<file path="config.mk">
export PLATFORM = sky130hd
export DESIGN_NAME = dct_pass_sequencer_flat
export DESIGN_NICKNAME = d
export VERILOG_FILES = /design/src/rtl/dct_pass_sequencer_if.sv /design/src/rtl/dct_pass_sequencer.sv /design/src/flat_wrapper.sv
export SDC_FILE = /design/constraint.sdc
export NUM_CORES = 2
export LEC_CHECK = 0
export CORE_ASPECT_RATIO = 0.6
export CORE_MARGIN = 2
export CORE_UTILIZATION = 32
export DETAILED_ROUTE_END_ITERATION = 8
export GPL_TIMING_DRIVEN = 1
export HOLD_SLACK_MARGIN = 0.02
export PLACE_DENSITY = 0.47
export SLEW_MARGIN = 10
export SYNTH_ARGS = -nofsm -noshare
export SYNTH_HDL_FRONTEND = slang
export SYNTH_SLANG_ARGS = --single-unit
</file>
<file path="constraint.sdc">
create_clock -name clk -period 91 [get_ports clk]
set_clock_uncertainty 0.15 [all_clocks]
set_input_delay 9.1 -clock clk [delete_from_list [all_inputs] [get_ports clk]]
set_output_delay 9.1 -clock clk [all_outputs]
set_load 0.005 [all_outputs]
</file>
<file path="src/rtl/dct_pass_sequencer_if.sv">
`default_nettype none
// ============================================================================
//  Module   : dct_pass_sequencer_if
//  Purpose  : Row-stream input, shared 1-D DCT datapath and result-stream
//             signals of the 2-D DCT pass sequencer.
//  Revision : 1.0
// ============================================================================
interface dct_pass_sequencer_if #(
    parameter int DW = 32,
    parameter int N  = 8
);
    logic            in_valid;
    logic            in_ready;
    logic [N*DW-1:0] in_data;
    logic            dp_en;
    logic [N*DW-1:0] dp_in;
    logic            dp_valid;
    logic [N*DW-1:0] dp_out;
    logic            out_valid;
    logic            out_ready;
    logic [N*DW-1:0] out_data;
    logic            out_last;

    // Sequencer side
    modport master (
        input  in_valid, in_data, dp_valid, dp_out, out_ready,
        output in_ready, dp_en, dp_in, out_valid, out_data, out_last
    );

    // Front end, datapath and downstream side
    modport slave (
        output in_valid, in_data, dp_valid, dp_out, out_ready,
        input  in_ready, dp_en, dp_in, out_valid, out_data, out_last
    );
endinterface
`default_nettype wire

</file>
<file path="src/rtl/dct_pass_sequencer.sv">
`default_nettype none
// ============================================================================
//  Module   : dct_pass_sequencer
//  Purpose  : Runs one pipelined 1-D DCT datapath through the row pass, the
//             column pass and the result drain of an 8x8 2-D DCT.
//  Revision : 1.0
// ============================================================================
module dct_pass_sequencer #(
    parameter int DW  = 32,
    parameter int N   = 8,
    parameter int LAT = 14
) (
    input  wire                  clk,
    input  wire                  reset,
    dct_pass_sequencer_if.master bus,
    output logic                 busy,
    output logic                 err
);
    localparam int             CW   = $clog2(N);
    localparam logic [CW-1:0]  LAST = CW'(N - 1);

    typedef enum logic [2:0] {
        ROW_ISSUE = 3'd0,
        ROW_DRAIN = 3'd1,
        COL_ISSUE = 3'd2,
        COL_DRAIN = 3'd3,
        OUTPUT    = 3'd4
    } state_t;

    state_t          state_q, state_d;
    logic [CW-1:0]   row_cnt_q, row_cnt_d;
    logic [CW-1:0]   col_cnt_q, col_cnt_d;
    logic [CW-1:0]   beat_q, beat_d;
    logic [LAT-1:0]  tag_q, tag_d;
    logic [CW-1:0]   idx_q [LAT];
    logic [CW-1:0]   idx_d [LAT];
    logic            in_ready_q, in_ready_d;
    logic            dp_en_q, dp_en_d;
    logic [N*DW-1:0] dp_in_q, dp_in_d;
    logic            out_valid_q, out_valid_d;
    logic [N*DW-1:0] out_data_q, out_data_d;
    logic            out_last_q, out_last_d;
    logic            busy_q, busy_d;
    logic            err_q, err_d;

    logic [DW-1:0]   tbuf_q [N][N];
    logic [DW-1:0]   tbuf_d [N][N];
    logic [N*DW-1:0] rbuf_q [N];
    logic [N*DW-1:0] rbuf_d [N];

    logic            capture;
    logic [CW-1:0]   cap_idx;
    logic            tag_in;
    logic [CW-1:0]   idx_in;
    logic [CW-1:0]   beat_nx;
    logic [N*DW-1:0] col_row;

    // The tag leaving the pipe marks the cycle the datapath result is due.
    assign capture = dp_en_q & tag_q[LAT-1];
    assign cap_idx = idx_q[LAT-1];
    assign beat_nx = beat_q + 1'b1;

    always_comb begin
        col_row = '0;
        for (int r = 0; r < N; r++) begin
            col_row[r*DW +: DW] = tbuf_q[r][col_cnt_q];
        end
    end

    // Row-pass results fill the transpose buffer, column-pass results the result buffer.
    always_comb begin
        tbuf_d = tbuf_q;
        rbuf_d = rbuf_q;
        if (capture) begin
            if (state_q == ROW_ISSUE || state_q == ROW_DRAIN) begin
                for (int k = 0; k < N; k++) begin
                    tbuf_d[cap_idx][k] = bus.dp_out[k*DW +: DW];
                end
            end else begin
                rbuf_d[cap_idx] = bus.dp_out;
            end
        end
    end

    always_ff @(posedge clk) begin
        tbuf_q <= tbuf_d;
        rbuf_q <= rbuf_d;
    end

    always_comb begin
        state_d     = state_q;
        row_cnt_d   = row_cnt_q;
        col_cnt_d   = col_cnt_q;
        beat_d      = beat_q;
        dp_in_d     = dp_in_q;
        out_valid_d = out_valid_q;
        out_data_d  = out_data_q;
        out_last_d  = out_last_q;
        err_d       = err_q | (capture & ~bus.dp_valid);
        tag_in      = 1'b0;
        idx_in      = '0;

        case (state_q)
            ROW_ISSUE: begin
                if (bus.in_valid && in_ready_q) begin
                    dp_in_d   = bus.in_data;
                    tag_in    = 1'b1;
                    idx_in    = row_cnt_q;
                    row_cnt_d = row_cnt_q + 1'b1;
                    if (row_cnt_q == LAST) state_d = ROW_DRAIN;
                end
            end
            ROW_DRAIN: begin
                if (tag_q == '0) state_d = COL_ISSUE;
            end
            COL_ISSUE: begin
                dp_in_d   = col_row;
                tag_in    = 1'b1;
                idx_in    = col_cnt_q;
                col_cnt_d = col_cnt_q + 1'b1;
                if (col_cnt_q == LAST) state_d = COL_DRAIN;
            end
            COL_DRAIN: begin
                if (tag_q == '0) begin
                    state_d     = OUTPUT;
                    out_valid_d = 1'b1;
                    out_data_d  = rbuf_q[0];
                    out_last_d  = 1'b0;
                end
            end
            OUTPUT: begin
                if (out_valid_q && bus.out_ready) begin
                    if (beat_q == LAST) begin
                        state_d     = ROW_ISSUE;
                        beat_d      = '0;
                        out_valid_d = 1'b0;
                        out_data_d  = '0;
                        out_last_d  = 1'b0;
                    end else begin
                        beat_d     = beat_nx;
                        out_data_d = rbuf_q[beat_nx];
                        out_last_d = (beat_nx == LAST);
                    end
                end
            end
            default: state_d = ROW_ISSUE;
        endcase

        tag_d = tag_q;
        idx_d = idx_q;
        if (dp_en_q) begin
            tag_d    = {tag_q[LAT-2:0], tag_in};
            idx_d[0] = idx_in;
            for (int i = 1; i < LAT; i++) begin
                idx_d[i] = idx_q[i-1];
            end
        end

        // Outputs are decoded from the next state so they leave as flops.
        in_ready_d = (state_d == ROW_ISSUE);
        dp_en_d    = (state_d != OUTPUT);
        busy_d     = !((state_d == ROW_ISSUE) && (row_cnt_d == '0));
    end

    always_ff @(posedge clk or negedge reset) begin
        if (!reset) begin
            state_q     <= ROW_ISSUE;
            row_cnt_q   <= '0;
            col_cnt_q   <= '0;
            beat_q      <= '0;
            tag_q       <= '0;
            for (int i = 0; i < LAT; i++) begin
                idx_q[i] <= '0;
            end
            in_ready_q  <= 1'b0;
            dp_en_q     <= 1'b0;
            dp_in_q     <= '0;
            out_valid_q <= 1'b0;
            out_data_q  <= '0;
            out_last_q  <= 1'b0;
            busy_q      <= 1'b0;
            err_q       <= 1'b0;
        end else begin
            state_q     <= state_d;
            row_cnt_q   <= row_cnt_d;
            col_cnt_q   <= col_cnt_d;
            beat_q      <= beat_d;
            tag_q       <= tag_d;
            idx_q       <= idx_d;
            in_ready_q  <= in_ready_d;
            dp_en_q     <= dp_en_d;
            dp_in_q     <= dp_in_d;
            out_valid_q <= out_valid_d;
            out_data_q  <= out_data_d;
            out_last_q  <= out_last_d;
            busy_q      <= busy_d;
            err_q       <= err_d;
        end
    end

    assign bus.in_ready  = in_ready_q;
    assign bus.dp_en     = dp_en_q;
    assign bus.dp_in     = dp_in_q;
    assign bus.out_valid = out_valid_q;
    assign bus.out_data  = out_data_q;
    assign bus.out_last  = out_last_q;
    assign busy          = busy_q;
    assign err           = err_q;
endmodule
`default_nettype wire
</file>
<file path="src/flat_wrapper.sv">
// flat-port wrapper written by rule: the top's interface ports become plain ports
module dct_pass_sequencer_flat 
#(
    parameter int DW  = 32,
    parameter int N   = 8,
    parameter int LAT = 14
)
  (clk, reset, busy, err, bus_in_valid, bus_in_data, bus_dp_valid, bus_dp_out, bus_out_ready, bus_in_ready, bus_dp_en, bus_dp_in, bus_out_valid, bus_out_data, bus_out_last);
  dct_pass_sequencer_if #(.DW(DW), .N(N)) bus_i ();
  input  wire clk;
  input  wire reset;
  output logic busy;
  output logic err;
  input wire logic [$bits(bus_i.in_valid)-1:0] bus_in_valid;
  input wire logic [$bits(bus_i.in_data)-1:0] bus_in_data;
  input wire logic [$bits(bus_i.dp_valid)-1:0] bus_dp_valid;
  input wire logic [$bits(bus_i.dp_out)-1:0] bus_dp_out;
  input wire logic [$bits(bus_i.out_ready)-1:0] bus_out_ready;
  output wire logic [$bits(bus_i.in_ready)-1:0] bus_in_ready;
  output wire logic [$bits(bus_i.dp_en)-1:0] bus_dp_en;
  output wire logic [$bits(bus_i.dp_in)-1:0] bus_dp_in;
  output wire logic [$bits(bus_i.out_valid)-1:0] bus_out_valid;
  output wire logic [$bits(bus_i.out_data)-1:0] bus_out_data;
  output wire logic [$bits(bus_i.out_last)-1:0] bus_out_last;
  assign bus_i.in_valid = bus_in_valid;
  assign bus_i.in_data = bus_in_data;
  assign bus_i.dp_valid = bus_dp_valid;
  assign bus_i.dp_out = bus_dp_out;
  assign bus_i.out_ready = bus_out_ready;
  assign bus_in_ready = bus_i.in_ready;
  assign bus_dp_en = bus_i.dp_en;
  assign bus_dp_in = bus_i.dp_in;
  assign bus_out_valid = bus_i.out_valid;
  assign bus_out_data = bus_i.out_data;
  assign bus_out_last = bus_i.out_last;
  dct_pass_sequencer #(.DW(DW), .N(N), .LAT(LAT)) u_core (.clk(clk), .reset(reset), .bus(bus_i), .busy(busy), .err(err));
endmodule
</file>
==> out/metrics.csv <==
metric,value,unit
# rows,214,
port bufs,1034,
dominant cells by area after synthesis,"edfxtp_1 (67%), dfrtp_1 (8.0%), mux2i_1 (7.0%)",
Peak VDD IR,0.0000179,V
first-pass GRT wire length,780,mm
synthesis-to-layout area growth,18.3,%
adder-cell share of the synthesized area,0.0549,%
Initial Util,32.2,%
CP max stage delay,0.96,ns
HP Class,register to register,
Place WS,77.37,ns
ratio of cells with drive above 1 in the final layout,16.2,%
Worst-path clk slew,0.06,ns
Syn Std Cell Area,0.182,mm2
largest net degree at the start of global routing,137,
detailed router's first-iteration violation count,8412,
Crit path required time,91.76,ns
warnings from Yosys,0,
Final HPWL DP,357,mm
Fin. Hold Viols,0,
Max-Cap Viols,0,
Worst path top cell family by delay,buffers and inverters,
gr usage total,19.0,%
Die X-Extent,979,um
part of the Yosys area used for sequential elements,75.5,%
Fillers,51416,
1st-pass router iterations,6,
initial antenna violation count,79,
"area leader, netlist",edfxtp_1,
clock insertion delay at the later pin of the skew report,1.05,ns
"Top cell by count, worst path",buf_4,
period utilisation layout,13.9,%
Critical Path AT,13.38,ns
residual DRC count,0,
startpoint types,input port,
Max Buffers Root-to-Sink,4,
number of flops mapped to enable cells by yosys,4096,
Compound-Gate Fraction of Synth Area,4.63,%
Slew headroom,14.5,%
Worst Slack Setup Final,78.38,ns
dominant synthesized flop cell,edfxtp_1,
Routed Antenna Nets,0,
htree depth,5,
largest family of logic cells by synthesized area,multiplexers,
worst path cell trace,"clkdlybuf4s50_1, nand4_1, a21bo_4, buf_4, buf_4, buf_4, mux2_2",
final WL,566,mm
die area,0.576,mm2
fin crit period,12.62,ns
total grt overflow,0,
post-route cell area,0.216,mm2
Post-layout nets,10925,
CTS Buf Count,448,
# IOs,1035,
Power Dens Cells,28.8,mW/mm2
Worst-Margin Slew,1.28,ns
TritonCTS Sinks,4682,
status,"finished, final reports clean",
vias in the first global route,95805,
Final setup viols,0,
Async SR Flop Fraction,12.5,%
vias,93534,
Max Slew Vio Count,0,
setup_tns,0,ns
Critical Path Sink Type,register,
root buf cell,clkbuf_16,
Core Box Area,0.567,mm2
post-synthesis mux area share,15.8,%
FMAX,79.2,MHz
dpl cell area,0.201,mm2
routability congestion estimate from global placement,0.782,
Max Fanout on Critical Path,41,
Critical-path top delay cell,a21bo_4,
postcts setup bufs,0,
Leak Pwr,68.4,nW
post-synthesis simple-gate area fraction,2.33,%
library cells used by synthesis,52,
hold buffer count at cts,0,
xor-xnor portion of the synthesized cell area,0.00480,%
Post-Syn Area per Cell,19.6,um2
RSZ-0062 raised after global routing,false,
syn nets,9814,
post-synth top area share,67.4,%
Post-Syn Instances,9289,
Die Y,589,um
post-DR vias/cell,5.09,
TritonCTS clock tree,built,
Crit Path Class,input port to register,
register bit total from synthesis,4682,
Worst Path Buf+Inv,4,
"Gates resized, CTS repair",0,
WL per Instance,30.8,um
[cells in the mapped netlist (all sizes together) (4+ instances only)]
library cell  instances
nor3b                 4
nand3               260
nor2b                 6
a22oi               512
ha                    8
o21ai                 4
nand2               271
a32o                255
clkbuf              259
dfrtp               586
nor3                  4
buf                 348
edfxtp             4096
a21oi                 4
o211ai              257
nor4                  4
mux2                313
mux2i              1279
mux4                514
and2                261
nor4b                 5
nor2                 13
[layout make-up]
class,instances,area [um2],area share [%]
Tap cell,7560,9460,4.38
Timing Repair Buffer,1268,12300,5.70
Clock buffer,566,12000,5.56
Multi-Input combinational cell,3997,41800,19.4
Antenna cell,38,95.1,0.0441
Sequential cell,4682,138000,63.8
Clock inverter,267,2400,1.11
Inverter,3,11.3,0.00522
[cell families (layout without fill, tap and decap cells)]
| kind of cell | after synthesis | after routing |
|---|---|---|
| DFF | 4682 | 4682 |
| muxes | 2106 | 2106 |
| AOI/OAI and AO/OA | 1042 | 1042 |
| and+or+nand+nor | 840 | 840 |
| buffers and inverters | 610 | 2104 |
| adders and majority gates | 8 | 8 |
| xor gates and xnor gates | 1 | 1 |
| other | 0 | 38 |
[through the flow]
step | std cells | hold WS (ns) | util (%) | power (mW)
3_5_place_dp | 17510 | 0.326 | 35.5 | 4.44
2_1_floorplan | 9289 | 0.318 | - | 3.68
3_3_place_gp | 17510 | 0.333 | 35.5 | 4.42
5_1_grt | 18361 | 0.369 | 38.0 | 6.47
4_1_cts | 18343 | 0.351 | 38.0 | 6.32
6_report | 18381 | 0.345 | 38.0 | 6.20
[state kept, by name (all words and copies together) (netlist names), 14 cells and up]
| signal | flops |
|---|---|
| u_core.tbuf_q | 2048 |
| u_core.rbuf_q | 2048 |
| u_core.bus.dp_in | 256 |
| u_core.idx_q | 39 |
| u_core.bus.out_data | 256 |
| u_core.tag_q | 14 |
[worst paths after layout]
path	slack (ns)	cells past startpoint	start	end
setup / recovery	78.38	7	bus_out_ready	u_core.bus.out_data[7]
hold / removal	0.34	1	u_core.err	u_core.err
setup reg to reg	82.47	11	u_core.beat_q[0]	u_core.bus.out_data[41]
hold reg to reg	0.34	1	u_core.err	u_core.err
max in group asynchronous	78.73	6	reset	u_core.bus.dp_in[101]
min in group asynchronous	7.95	1	reset	u_core.bus.out_data[218]
[placed cells by master (no fill, tap or decap), types with 9 or more instances in the layout]
cell                n
edfxtp_1         4096
mux2i_1          1278
clkdlybuf4s50_1  1033
dfrtp_1           581
mux4_2            514
a22oi_1           512
clkbuf_16         456
nand2_1           270
nand3_1           260
and2_1            259
o211ai_1          257
a32o_1            255
mux2_4            229
buf_4             219
clkinv_1           97
clkbuf_1           92
mux2_2             83
clkinv_2           83
diode_2            38
bufinv_16          31
clkbuf_8           18
clkinvlp_4         17
buf_12             15
clkinv_4           11
clkinv_8            9
[report_power, final]
part	internal, mW	switching, mW
sequential	2.57	0.127
combinational	0.722	0.920
clock	1.02	0.840
[routing by layer]
| metal | routed length, um | vias to the layer above | global-route usage (%) |
|---|---|---|---|
| li1 | - | 40169 | - |
| met1 | 234000 | 50054 | 24.9 |
| met2 | 290000 | 2663 | 33.5 |
| met3 | 29200 | 626 | 2.80 |
| met4 | 13200 | 22 | 4.38 |
| met5 | 148 | - | 0 |
Power figures use the tool's default switching activity.
